### src/rtl/query_pourer.sv
// query_pourer
// -----------------------------------------------------------------------------
// Upstream feeder of the query-base buffer. Unpacks 2-bit query bases from
// packed memory words (base k at bits [2k+1:2k], LSB first) and pours them one
// per cycle as {valid, base[1:0]}, framing each sequence with pouring_o and a
// one-cycle pouring_last_o pulse. Emission throttles on the buffer's
// registered full flag.
//
// Optional feature (compile-time macro QP_PREFETCH_EN):
//   adds a second word register so the next word can be fetched while the
//   current one is still being poured, removing the bubble at word boundaries.
//
// Parameters:
//   WORD_BASES  bases per input word (word width = 2*WORD_BASES)
//   LEN_BIT     width of the sequence-length field
//
// Ports:
//   clk             clock, rising edge
//   rst_n           synchronous active-low reset
//   start_i         start one sequence (sampled only in IDLE)
//   length_i        base count captured with start_i (0 legal)
//   word_valid_i    packed word available
//   word_i          packed bases
//   word_ready_o    word accepted when word_valid_i & word_ready_o
//   full_i          downstream buffer full flag (registered in the buffer)
//   q_o             {valid, base}; 3'b000 when not emitting
//   pouring_o       sequence frame active
//   pouring_last_o  one-cycle end-of-sequence pulse
//   busy_o          state != IDLE
//   done_o          one-cycle pulse, coincident with pouring_last_o
// -----------------------------------------------------------------------------
module query_pourer #(
  parameter int WORD_BASES = 16,
  parameter int LEN_BIT    = 12
) (
  input  logic                    clk,
  input  logic                    rst_n,
  input  logic                    start_i,
  input  logic [LEN_BIT-1:0]      length_i,
  input  logic                    word_valid_i,
  input  logic [2*WORD_BASES-1:0] word_i,
  output logic                    word_ready_o,
  input  logic                    full_i,
  output logic [2:0]              q_o,
  output logic                    pouring_o,
  output logic                    pouring_last_o,
  output logic                    busy_o,
  output logic                    done_o
);

  localparam int WW = 2 * WORD_BASES;
  localparam int IW = (WORD_BASES > 1) ? $clog2(WORD_BASES) : 1;

  typedef enum logic [1:0] {
    S_IDLE,
    S_FETCH,
    S_POUR,
    S_LAST
  } state_e;

  state_e state_q, state_d;

  logic [LEN_BIT-1:0] remain_q, remain_d;
  logic [IW-1:0]      idx_q, idx_d;
  logic [WW-1:0]      word_q, word_d;
  logic [2:0]         q_q, q_d;
  logic               pouring_q, pouring_d;
  logic               last_q, last_d;
  logic               ready_q, ready_d;
  logic               busy_q, busy_d;

`ifdef QP_PREFETCH_EN
  localparam int CW = LEN_BIT + 1;
  logic [WW-1:0] pf_word_q, pf_word_d;
  logic          pf_valid_q, pf_valid_d;
`endif

  logic hs;
  logic emit;
  logic wrap;
  logic last_base;

  // word_ready_o is registered, so the handshake is qualified by the
  // registered ready that the source saw this cycle.
  assign hs        = word_valid_i & ready_q;
  assign emit      = (state_q == S_POUR) & ~full_i;
  assign wrap      = (idx_q == IW'(WORD_BASES - 1));
  assign last_base = (remain_q == LEN_BIT'(1));

  // ---------------------------------------------------------------------------
  // State register
  // ---------------------------------------------------------------------------
  always_ff @(posedge clk) begin
    if (!rst_n) begin
      state_q <= S_IDLE;
    end else begin
      state_q <= state_d;
    end
  end

  // ---------------------------------------------------------------------------
  // Next-state logic
  // ---------------------------------------------------------------------------
  always_comb begin
    state_d = state_q;
    case (state_q)
      S_IDLE: begin
        if (start_i) begin
          state_d = (length_i == '0) ? S_LAST : S_FETCH;
        end
      end
      S_FETCH: begin
        if (hs) begin
          state_d = S_POUR;
        end
      end
      S_POUR: begin
        if (emit) begin
          if (last_base) begin
            state_d = S_LAST;
          end else if (wrap) begin
`ifdef QP_PREFETCH_EN
            // A word already held, or arriving right now, lets the stream
            // continue without the FETCH bubble.
            state_d = (pf_valid_q || hs) ? S_POUR : S_FETCH;
`else
            state_d = S_FETCH;
`endif
          end
        end
      end
      S_LAST: begin
        if (!full_i) begin
          state_d = S_IDLE;
        end
      end
      default: state_d = S_IDLE;
    endcase
  end

  // ---------------------------------------------------------------------------
  // Datapath and registered-output next values
  // ---------------------------------------------------------------------------
  always_comb begin
    remain_d  = remain_q;
    idx_d     = idx_q;
    word_d    = word_q;
    q_d       = '0;
    pouring_d = pouring_q;
    last_d    = 1'b0;
`ifdef QP_PREFETCH_EN
    pf_word_d  = pf_word_q;
    pf_valid_d = pf_valid_q;
`endif

    case (state_q)
      S_IDLE: begin
        pouring_d = 1'b0;
        if (start_i) begin
          remain_d = length_i;
          idx_d    = '0;
        end
      end
      S_FETCH: begin
        // pouring_o holds: 0 before the first word, 1 at later boundaries.
        if (hs) begin
          word_d = word_i;
          idx_d  = '0;
        end
      end
      S_POUR: begin
        if (emit) begin
          q_d       = {1'b1, word_q[{idx_q, 1'b0} +: 2]};
          pouring_d = 1'b1;
          remain_d  = remain_q - LEN_BIT'(1);
          idx_d     = wrap ? '0 : idx_q + IW'(1);
        end
`ifdef QP_PREFETCH_EN
        if (emit && wrap && !last_base) begin
          if (pf_valid_q) begin
            word_d     = pf_word_q;
            pf_valid_d = 1'b0;
          end else if (hs) begin
            word_d = word_i;
          end
        end else if (hs) begin
          pf_word_d  = word_i;
          pf_valid_d = 1'b1;
        end
`endif
      end
      S_LAST: begin
`ifdef QP_PREFETCH_EN
        pf_valid_d = 1'b0;
`endif
        if (!full_i) begin
          pouring_d = 1'b0;
          last_d    = 1'b1;
        end
      end
      default: ;
    endcase

    busy_d  = (state_d != S_IDLE);
    ready_d = (state_d == S_FETCH);
`ifdef QP_PREFETCH_EN
    // Only prefetch when the sequence needs bases beyond the current word.
    if ((state_d == S_POUR) && !pf_valid_d &&
        ({1'b0, remain_d} > (CW'(WORD_BASES) - CW'(idx_d)))) begin
      ready_d = 1'b1;
    end
`endif
  end

  // ---------------------------------------------------------------------------
  // Datapath / output registers
  // ---------------------------------------------------------------------------
  always_ff @(posedge clk) begin
    if (!rst_n) begin
      remain_q  <= '0;
      idx_q     <= '0;
      word_q    <= '0;
      q_q       <= '0;
      pouring_q <= 1'b0;
      last_q    <= 1'b0;
      ready_q   <= 1'b0;
      busy_q    <= 1'b0;
`ifdef QP_PREFETCH_EN
      pf_word_q  <= '0;
      pf_valid_q <= 1'b0;
`endif
    end else begin
      remain_q  <= remain_d;
      idx_q     <= idx_d;
      word_q    <= word_d;
      q_q       <= q_d;
      pouring_q <= pouring_d;
      last_q    <= last_d;
      ready_q   <= ready_d;
      busy_q    <= busy_d;
`ifdef QP_PREFETCH_EN
      pf_word_q  <= pf_word_d;
      pf_valid_q <= pf_valid_d;
`endif
    end
  end

  // ---------------------------------------------------------------------------
  // Outputs
  // ---------------------------------------------------------------------------
  always_comb begin
    q_o            = q_q;
    pouring_o      = pouring_q;
    pouring_last_o = last_q;
    done_o         = last_q;
    busy_o         = busy_q;
    word_ready_o   = ready_q;
  end

endmodule

### config.mk
export PLATFORM = sky130hd
export DESIGN_NAME = query_pourer
export DESIGN_NICKNAME = d
export VERILOG_FILES = /design/src/rtl/query_pourer.sv
export SDC_FILE = /design/constraint.sdc
export NUM_CORES = 1
export LEC_CHECK = 0
export CAP_MARGIN = 20
export CORE_MARGIN = 2
export CORE_UTILIZATION = 54
export DETAILED_ROUTE_END_ITERATION = 16
export PLACE_DENSITY = 0.91
export SYNTH_ARGS = -nofsm -noshare
export SYNTH_HDL_FRONTEND = slang
export SYNTH_SLANG_ARGS = --single-unit
### constraint.sdc
create_clock -name clk -period 3.1 [get_ports clk]
set_clock_uncertainty 0.15 [all_clocks]
set_input_delay 0.62 -clock clk [delete_from_list [all_inputs] [get_ports clk]]
set_output_delay 0.62 -clock clk [all_outputs]
set_load 0.03 [all_outputs]
-- Word level (Yosys, flattened, before mapping)
Cells that the tools add are included.
- add/subtract/negate cells: 2
- equality and inequality tests: 10
- shifts and indexed selects: 1
- multiplexer cells: 21
- bitwise logic cells: 3
- reduce and logical (&&, ||, !) cells: 13
- operators by type and width (cell ; number):
    32-bit by 6-bit variable part select with 2-bit output ; 1
    12-bit two-way mux ; 2
    12-bit case mux with 2 select lines ; 1
    4-bit two-way mux ; 4
    2-bit two-way mux ; 7
    12-bit by 1-bit equality test with 1-bit output (second input constant) ; 1
    12-bit zero test ; 1
    4-bit case mux with 3 select lines ; 1
    12-bit by 1-bit subtractor with 12-bit output (second input constant) ; 1
    3-bit AND reduction ; 3
    2-bit != test (second input constant) ; 4
    2-bit case mux with 4 select lines ; 1
    2-bit AND reduction ; 3
    3-bit nonzero test ; 2
    4-bit by 1-bit adder with 4-bit output (second input constant) ; 1
    2-bit by 1-bit equality test with 1-bit output (second input constant) ; 2
    2-bit equality test (second input constant) ; 2
    4-bit equality test (second input constant) ; 1
    4-bit AND reduction ; 1
    2-bit nonzero test ; 2
    1-bit two-way mux ; 3
    3-bit two-way mux ; 1
    1-bit case mux with 3 select lines ; 1
    1-bit bitwise AND ; 2
    other kinds (2) ; 2
- bits in registers: 57
- input bits: 49
- output and inout port bits: 8
- logic and storage cells: 60

-- Logic depth before layout (Yosys ltp)
Gate-level depths: netlist of run 1.
- depth in word-level cells: 6
- mapped depth: 7
- gate-level depth less buffers: 6

-- Least setup slack after synthesis of run 1
No wires, ideal clock.
- kind: input -> register
- start: input port word_valid_i
- end: register busy_q, in the netlist busy_o
- library setup time: 0.131 ns
- data arrival time: 1.712 ns
- required time: 2.819 ns
- slack: 1.107 ns
- cell stages on the path: 6
- buffers on the path: 1
- path through: and4b_1 -> buf_2 -> or3_1 -> a21bo_2 -> and3_1 -> o21ai_0
- longest elaborated chain between the ends: 4
- ends and longest elaborated chain (what ; RTL line ; RTL):
    from (decl) ; 40 ; input logic word_valid_i,
    1-bit bitwise AND ; 85 ; assign hs = word_valid_i & ready_q;
    2-bit two-way mux ; 113 ; if (hs) begin
    2-bit case mux with 4 select lines ; 106 ; case (state_q)
    2-bit nonzero test ; 204 ; busy_d = (state_d != S_IDLE);
    to (signal assigned) ; 240 ; busy_q <= busy_d;
    to (decl) ; 70 ; logic busy_q, busy_d;
Every way passes these cells.
A chain may end at the register's enable or synchronous reset.

-- Worst setup path after layout of run 1
- start: input port full_i
- end: register remain_q[11]
- longest elaborated chain between the ends: 4
- ends and longest elaborated chain (what ; RTL line ; RTL):
    from (decl) ; 43 ; input logic full_i,
    1-bit inverter ; 86 ; assign emit = (state_q == S_POUR) & ~full_i;
    1-bit bitwise AND ; 86 ;
    2-bit != test (no line) ; -- ;
    3-bit AND reduction (no line) ; -- ;
    to (signal assigned) ; 233 ; remain_q <= remain_d;
    to (decl) ; 63 ; logic [LEN_BIT-1:0] remain_q, remain_d;
Every way passes these cells.

==> summary.md, run 1 <==
| Metric | Value |
|---|---|
| Outcome | `finished clean` |
| Routed Antenna Nets | `0` |
| Most common cell in the netlist | `nand2_1` |
| Peak supply drop | `0.3173 mV` |
| Hold WS | `0.3043 ns` |
| Initial detailed-routing violation count | `250` |
| First-pass GRT wire length | `10610 µm` |
| Worst EP required | `3.22 ns` |
| CP cell instances | `clkdlybuf4s50_1 -> and2_4 -> or3_1 -> or4_1 -> a31oi_1` |
| Post-synth top area cell | `dfxtp_1` |
| Power, Total | `1.741 mW` |
| Synth area leaders | `dfxtp_1 (43%), nand2_1 (11%), a21oi_1 (9.2%)` |
| Max_cap viols | `0` |
| TNS Setup | `0 ns` |
| Final nets | `429` |
| Final worst setup slack | `0.6932 ns` |
| Worst-skew pair later-pin latency | `0.34 ns` |
| Synth Register Bits | `57` |
| Number of hold buffers added after cts | `0` |
| Slowest cell on crit path | `or3_1` |
| Largest net degree at the start of global routing | `36` |
| Core footprint | `0.004755 mm²` |
| DP HPWL | `4418 µm` |
| Hold path cells | `2` |
| Crit. End Element | `flop` |
| H-tree lvl count | `3` |
| Setup crit start kind | `input port` |
| Die width | `74.37 µm` |
| Setup CP Type | `in2reg` |
| GP Congestion | `0.8449` |
| Tcrit/Tclk final | `77.64%` |
| Post_cts resized | `0` |
| Share of layout cells above drive strength 1 | `9.474%` |
| Postcts setup bufs | `0` |
| Worst-case reg-to-reg path depth | `4` |
| Worst Max-Slew Pin Slew | `0.5738 ns` |
| Via count | `2538` |
| Vias per std cell | `5.678` |
| EDFF count, synth | `0` |
| Non-filler cells, final | `447` |
| Max Root-Sink Buffers | `2` |
| # port buffers | `56` |
| Synth Instances | `325` |
| Layout fillers | `370` |
| Worst Hold Launch | `word_q[19]$_SDFFE_PN0P_` |
| Reg2Reg Launch Point | `idx_q[0]$_SDFFE_PN0P_` |
| Top_reg_cell synth | `dfxtp_1` |
| Synth cell count leaders | `nand2_1 (75), dfxtp_1 (57), a21oi_1 (49)` |
| Area Growth Syn to Fin | `29.20%` |
| Post-synth ARST share | `0%` |
| Drt wl/cell | `14.57 µm` |
| Crit-path leading delay family | `simple AND/OR/NAND/NOR gates` |
| Die area | `0.005530 mm²` |
| P per Cell Area | `503.9 mW/mm²` |
| CP arrival | `2.53 ns` |
| Die height | `74.37 µm` |
| Setup Viol. Count Final | `0` |
| Root buffer cell | `clkbuf_8` |
| Rel. slew slack | `61.69%` |
| All-Layer GR Usage | `25.56%` |
| Syn_area_per_cell | `8.227 µm²` |
| Placement row count | `25` |
| Syn Std Cell Area | `0.002674 mm²` |
| Vias in the first global route | `2377` |
| Diodes inserted | `0` |
| Min-delay worst type | `reg2reg` |
| Initial antenna violation count | `0` |
| Final instance area | `0.003455 mm²` |
| CP bufs+invs | `1` |
| Reg2Reg Setup Slack | `1.01 ns` |
| CTS Buf Count | `9` |
| Dpl ws | `0.3511 ns` |
| CTS clk-pin slew, worst paths | `0.06 ns` |
| Reg-to-Reg End | `q_o[0]$_SDFF_PN0_` |
| Area after DPL | `0.003272 mm²` |
| IO Pins | `57` |
| Lkg Pwr | `1.242 nW` |
| DRC Markers | `0` |
| Crit path time final | `2.407 ns` |
| Pins Over Slew Limit | `0` |
| Final hold vios | `0` |
| Iteration count of the initial detailed-routing pass | `5` |
| RSZ-0062 raised after global routing | `false` |
| CTS tree | `yes` |
| Initial core utilization | `56.24%` |
| Placed cell count | `433` |
| Sink Count | `57` |
| Grt total ovfl | `0` |
| Hold path endpoint | `word_q[19]$_SDFFE_PN0P_` |
| Post-synth cell types | `46` |
| CP max FO | `12` |
| Final WL | `6515 µm` |
| Max Fclk | `415.5 MHz` |
| Top cell type's share of synthesized area | `42.68%` |
| Mapped Nets | `377` |
| Crit-path max cell delay | `0.52 ns` |
| Seq/Total Area, Yosys | `42.68%` |
| Synth warn | `0` |
| Core Util, Final | `72.66%` |
==> layout make-up <==
type | instances | area [µm²] | area share, %
Sequential cell | 57 | 1141 | 33.03
Clock inverter | 4 | 45.04 | 1.304
Inverter | 7 | 26.28 | 0.7606
Timing Repair Buffer | 64 | 620.6 | 17.96
Multi-Input combinational cell | 238 | 1400 | 40.53
Tap cell | 67 | 83.83 | 2.427
Clock buffer | 10 | 137.6 | 3.984
==> logic make-up (layout without fill, tap and decap cells) <==
family / Yosys count / in the layout / synth area share, %
flip-flops: 57 / 57 / 42.68
XOR/XNOR: 1 / 1 / 0.3276
buffers and inverters: 30 / 85 / 4.960
multiplexers: 12 / 12 / 8.283
adder cells (fa/ha/maj): 3 / 3 / 1.404
AO/OA/AOI/OAI: 85 / 85 / 18.44
AND/OR/NAND/NOR: 137 / 137 / 23.91
==> worst max-delay path by stage <==
stage | cells past startpoint | to | startpoint | slack [ns]
6_report | 5 | remain_q[11]$_SDFFE_PN0P_ | full_i | 0.69
5_1_grt | 5 | remain_q[11]$_SDFFE_PN0P_ | full_i | 0.64
4_1_cts | 5 | remain_q[11]$_SDFFE_PN0P_ | full_i | 0.70
3_5_place_dp | 5 | remain_q[11]$_SDFFE_PN0P_ | full_i | 0.35
3_3_place_gp | 5 | remain_q[11]$_SDFFE_PN0P_ | full_i | 0.40
2_1_floorplan | 6 | busy_o$_SDFF_PN0_ | word_valid_i | 1.11
==> worst reg2reg max path: cells and delay by family (launching register included) <==
| kind | cells | cell delay [ns] |
|---|---|---|
| and+or+nand+nor | 1 | 0.14 |
| AOI/OAI and AO/OA | 2 | 0.41 |
| DFF | 1 | 0.68 |
| muxes | 1 | 0.58 |
==> flip-flops by register name, summed over array words and instances, names as in the netlist <==
name,count
done_o,1
state_q,2
idx_q,4
word_q,32
busy_o,1
q_o,3
remain_q,12
pouring_o,1
word_ready_o,1
==> report_power, final <==
| group | internal (mW) | switching (mW) | leakage, nW |
|---|---|---|---|
| combinational | 0.137 | 0.135 | 0.681 |
| clock | 0.379 | 0.294 | 0.0978 |
| sequential | 0.765 | 0.0304 | 0.463 |
==> per-layer routing <==
metal	part of all wire [%]	track usage, %	wire [µm]
met4	2.0	11.90	133
met2	48	41.59	3119
met1	43	29.92	2806
met3	7.0	9.621	455
met5	0	0	0
==> cell usage in the layout (no fill, tap or decap), types with 8 or more instances in the layout <==
master / n
clkbuf_8: 10
buf_4: 8
mux4_2: 8
clkdlybuf4s50_1: 56
o21ai_0: 9
nand3_1: 10
dfxtp_1: 57
nor2_1: 16
nand2_1: 75
a21oi_1: 49
(Power assumes the default switching activity.)
==> run 2, diff against run 1 <==
--- a/config.mk
+++ b/config.mk
@@ -7,9 +7,9 @@
 export LEC_CHECK = 0
 export CAP_MARGIN = 20
 export CORE_MARGIN = 2
-export CORE_UTILIZATION = 54
+export CORE_UTILIZATION = 46
 export DETAILED_ROUTE_END_ITERATION = 16
-export PLACE_DENSITY = 0.91
+export PLACE_DENSITY = 0.83
 export SYNTH_ARGS = -nofsm -noshare
 export SYNTH_HDL_FRONTEND = slang
 export SYNTH_SLANG_ARGS = --single-unit
==> constraint.sdc (replaced) <==
create_clock -name clk -period 2.16 [get_ports clk]
set_clock_uncertainty 0.15 [all_clocks]
set_input_delay 0.432 -clock clk [delete_from_list [all_inputs] [get_ports clk]]
set_output_delay 0.432 -clock clk [all_outputs]
set_load 0.03 [all_outputs]
==> run 2 against run 1 <==
Against the previous run:
- worst setup slack lost 0.50 ns
- critical path depth is the same
- core utilization shrank 8.1 points
- non-clock buffer count grew 13
- cell area grew 4.1%
- clock power grew 62%
- power grew 52%
- worst hold slack gained 0.00091 ns
- highest routed layer unchanged
==> summary.md, run 2 (synthesis results as in run 1) <==
| Metric | Value |
|---|---|
| Via count | `2544` |
| IO Pins | `57` |
| GP Congestion | `0.8902` |
| Layout fillers | `485` |
| Postcts setup bufs | `0` |
| Root buffer cell | `clkbuf_8` |
| CTS Buf Count | `9` |
| DR WL met3 | `278 µm` |
| Hold path cells | `2` |
| Grt total ovfl | `0` |
| Final hold vios | `0` |
| First-pass GRT wire length | `10740 µm` |
| Setup crit start kind | `input port` |
| Peak supply drop | `0.4074 mV` |
| Final WL | `6467 µm` |
| Die height | `80.24 µm` |
| Largest regs | `word_q: 32 flops, remain_q: 12 flops, idx_q: 4 flops` |
| CP bufs+invs | `1` |
| Commonest cells after routing, fill and taps aside | `nand2_1 (75), dfxtp_1 (57), clkdlybuf4s50_1 (56)` |
| Most common cell after layout, fill and taps aside | `nand2_1` |
| CP max FO | `5` |
| CTS tree | `yes` |
| RSZ-0062 raised after global routing | `false` |
| Vias in the first global route | `2418` |
| Min-delay worst type | `reg2reg` |
| Pins Over Slew Limit | `0` |
| Worst-skew pair later-pin latency | `0.34 ns` |
| Initial detailed-routing violation count | `154` |
| Power, Total | `2.649 mW` |
| CP arrival | `2.08 ns` |
| Crit-path leading delay family | `simple AND/OR/NAND/NOR gates` |
| All-Layer GR Usage | `21.58%` |
| P per Cell Area | `736.8 mW/mm²` |
| H-tree lvl count | `3` |
| Worst EP required | `2.27 ns` |
| FF/Latch Area | `0.001141 mm²` |
| Die area | `0.006438 mm²` |
| Iteration count of the initial detailed-routing pass | `4` |
| Wl on met1 | `2926 µm` |
| DRC Markers | `0` |
| Hold path endpoint | `word_q[1]$_SDFFE_PN0P_` |
| Crit-path max cell delay | `0.48 ns` |
| Worst Max-Slew Pin Slew | `0.4009 ns` |
| Vias per std cell | `5.448` |
| Initial antenna violation count | `0` |
| Final nets | `442` |
| Outcome | `finished clean` |
| Largest net degree at the start of global routing | `35` |
| Post_cts resized | `0` |
| Reg-to-Reg End | `busy_o$_SDFF_PN0_` |
| Placement row count | `27` |
| # port buffers | `56` |
| Tcrit/Tclk final | `91.17%` |
| Reg2Reg Launch Point | `state_q[1]$_SDFF_PN0_` |
| Sink Count | `57` |
| Area Growth Syn to Fin | `34.49%` |
| Largest reg by FF count | `word_q` |
| Diodes inserted | `0` |
| Initial core utilization | `47.97%` |
| Max_cap viols | `0` |
| Slowest cell on crit path | `or4_1` |
| Setup CP Type | `in2reg` |
| Die width | `80.24 µm` |
| Worst-case reg-to-reg path depth | `5` |
| Share of layout cells above drive strength 1 | `12.66%` |
| Drt wl/cell | `13.85 µm` |
| Lkg Pwr | `1.322 nW` |
| Crit path time final | `1.969 ns` |
| CTS clk-pin slew, worst paths | `0.06 ns` |
| Met2 WL | `3104 µm` |
| Area of the multi-input gates | `0.001400 mm²` |
| Worst Hold Launch | `word_q[1]$_SDFFE_PN0P_` |
| Top layer in use | `met4` |
| Rel. slew slack | `73.24%` |
| Reg2Reg Setup Slack | `0.22 ns` |
| DP HPWL | `4643 µm` |
| Routed Antenna Nets | `0` |
| Max FFs per register | `32` |
| Setup Viol. Count Final | `0` |
| Core footprint | `0.005574 mm²` |
| Crit. End Element | `flop` |
| Max Fclk | `507.8 MHz` |
| Number of hold buffers added after cts | `0` |
| CP cell instances | `clkdlybuf4s50_1 -> and2_4 -> or3_1 -> or4_1 -> a31oi_1` |
| Core Util, Final | `64.51%` |
| Max Root-Sink Buffers | `2` |
==> run 2: changes by cell type in the layout (fill, tap and decap cells not counted), sizes merged <==
cell    previous run  this run
bufinv             1         2
buf                8        21
clkbuf            10        11
==> run 2: worst max path at each step <==
| stage | startpoint | to | slack, ns | depth (start not counted) |
|---|---|---|---|---|
| after global placement | full_i | remain_q[11]$_SDFFE_PN0P_ | -0.12 | 5 |
| after global routing | state_q[1]$_SDFF_PN0_ | remain_q[11]$_SDFFE_PN0P_ | 0.11 | 4 |
| final | full_i | remain_q[11]$_SDFFE_PN0P_ | 0.19 | 5 |
| after detailed placement | full_i | remain_q[11]$_SDFFE_PN0P_ | -0.14 | 5 |
| after floorplan | word_ready_o$_SDFF_PN0_ | busy_o$_SDFF_PN0_ | 0.33 | 6 |
| after CTS | word_ready_o$_SDFF_PN0_ | word_ready_o | 0.19 | 1 |
==> run 2: cell type report <==
cell class              count  share of cell area (%)
well taps                  72                   2.505
multi-input cells         238                   38.94
clock buffers              11                   3.932
inverters                   7                  0.7307
clock inverters             5                   2.192
flip-flops and latches     57                   31.73
repair buffers             77                   19.97
==> run 2: worst register-to-register path, delay by kind of cell (launching register included) <==
kind	cells	cell delay, ns
AO/OA/AOI/OAI	2	0.29
AND/OR/NAND/NOR	3	0.85
flip-flops	1	0.54
==> run 2: metal layers <==
layer / track usage [%] / vias up
met5: 0 / -
met4: 9.153 / 0
met3: 5.730 / 16
met2: 36.08 / 68
met1: 26.09 / 1181
li1: - / 1279
==> run 2: power breakdown <==
group	switching, mW	internal [mW]
logic	0.199	0.214
registers	0.0442	1.10
clock network	0.415	0.679
==> run 2: metrics by stage <==
step / TNS, ns / worst slack (ns) / hold slack [ns] / area (µm²) / std cells
after floorplan: 0 / 0.3323 / 0.2831 / 2674 / 325
after global placement: -0.3194 / -0.1239 / 0.2887 / 3376 / 451
after detailed placement: -0.4844 / -0.1394 / 0.2954 / 3376 / 451
after CTS: 0 / 0.1879 / 0.3046 / 3596 / 467
after global routing: 0 / 0.1101 / 0.3189 / 3596 / 467
final: 0 / 0.1907 / 0.3053 / 3596 / 467
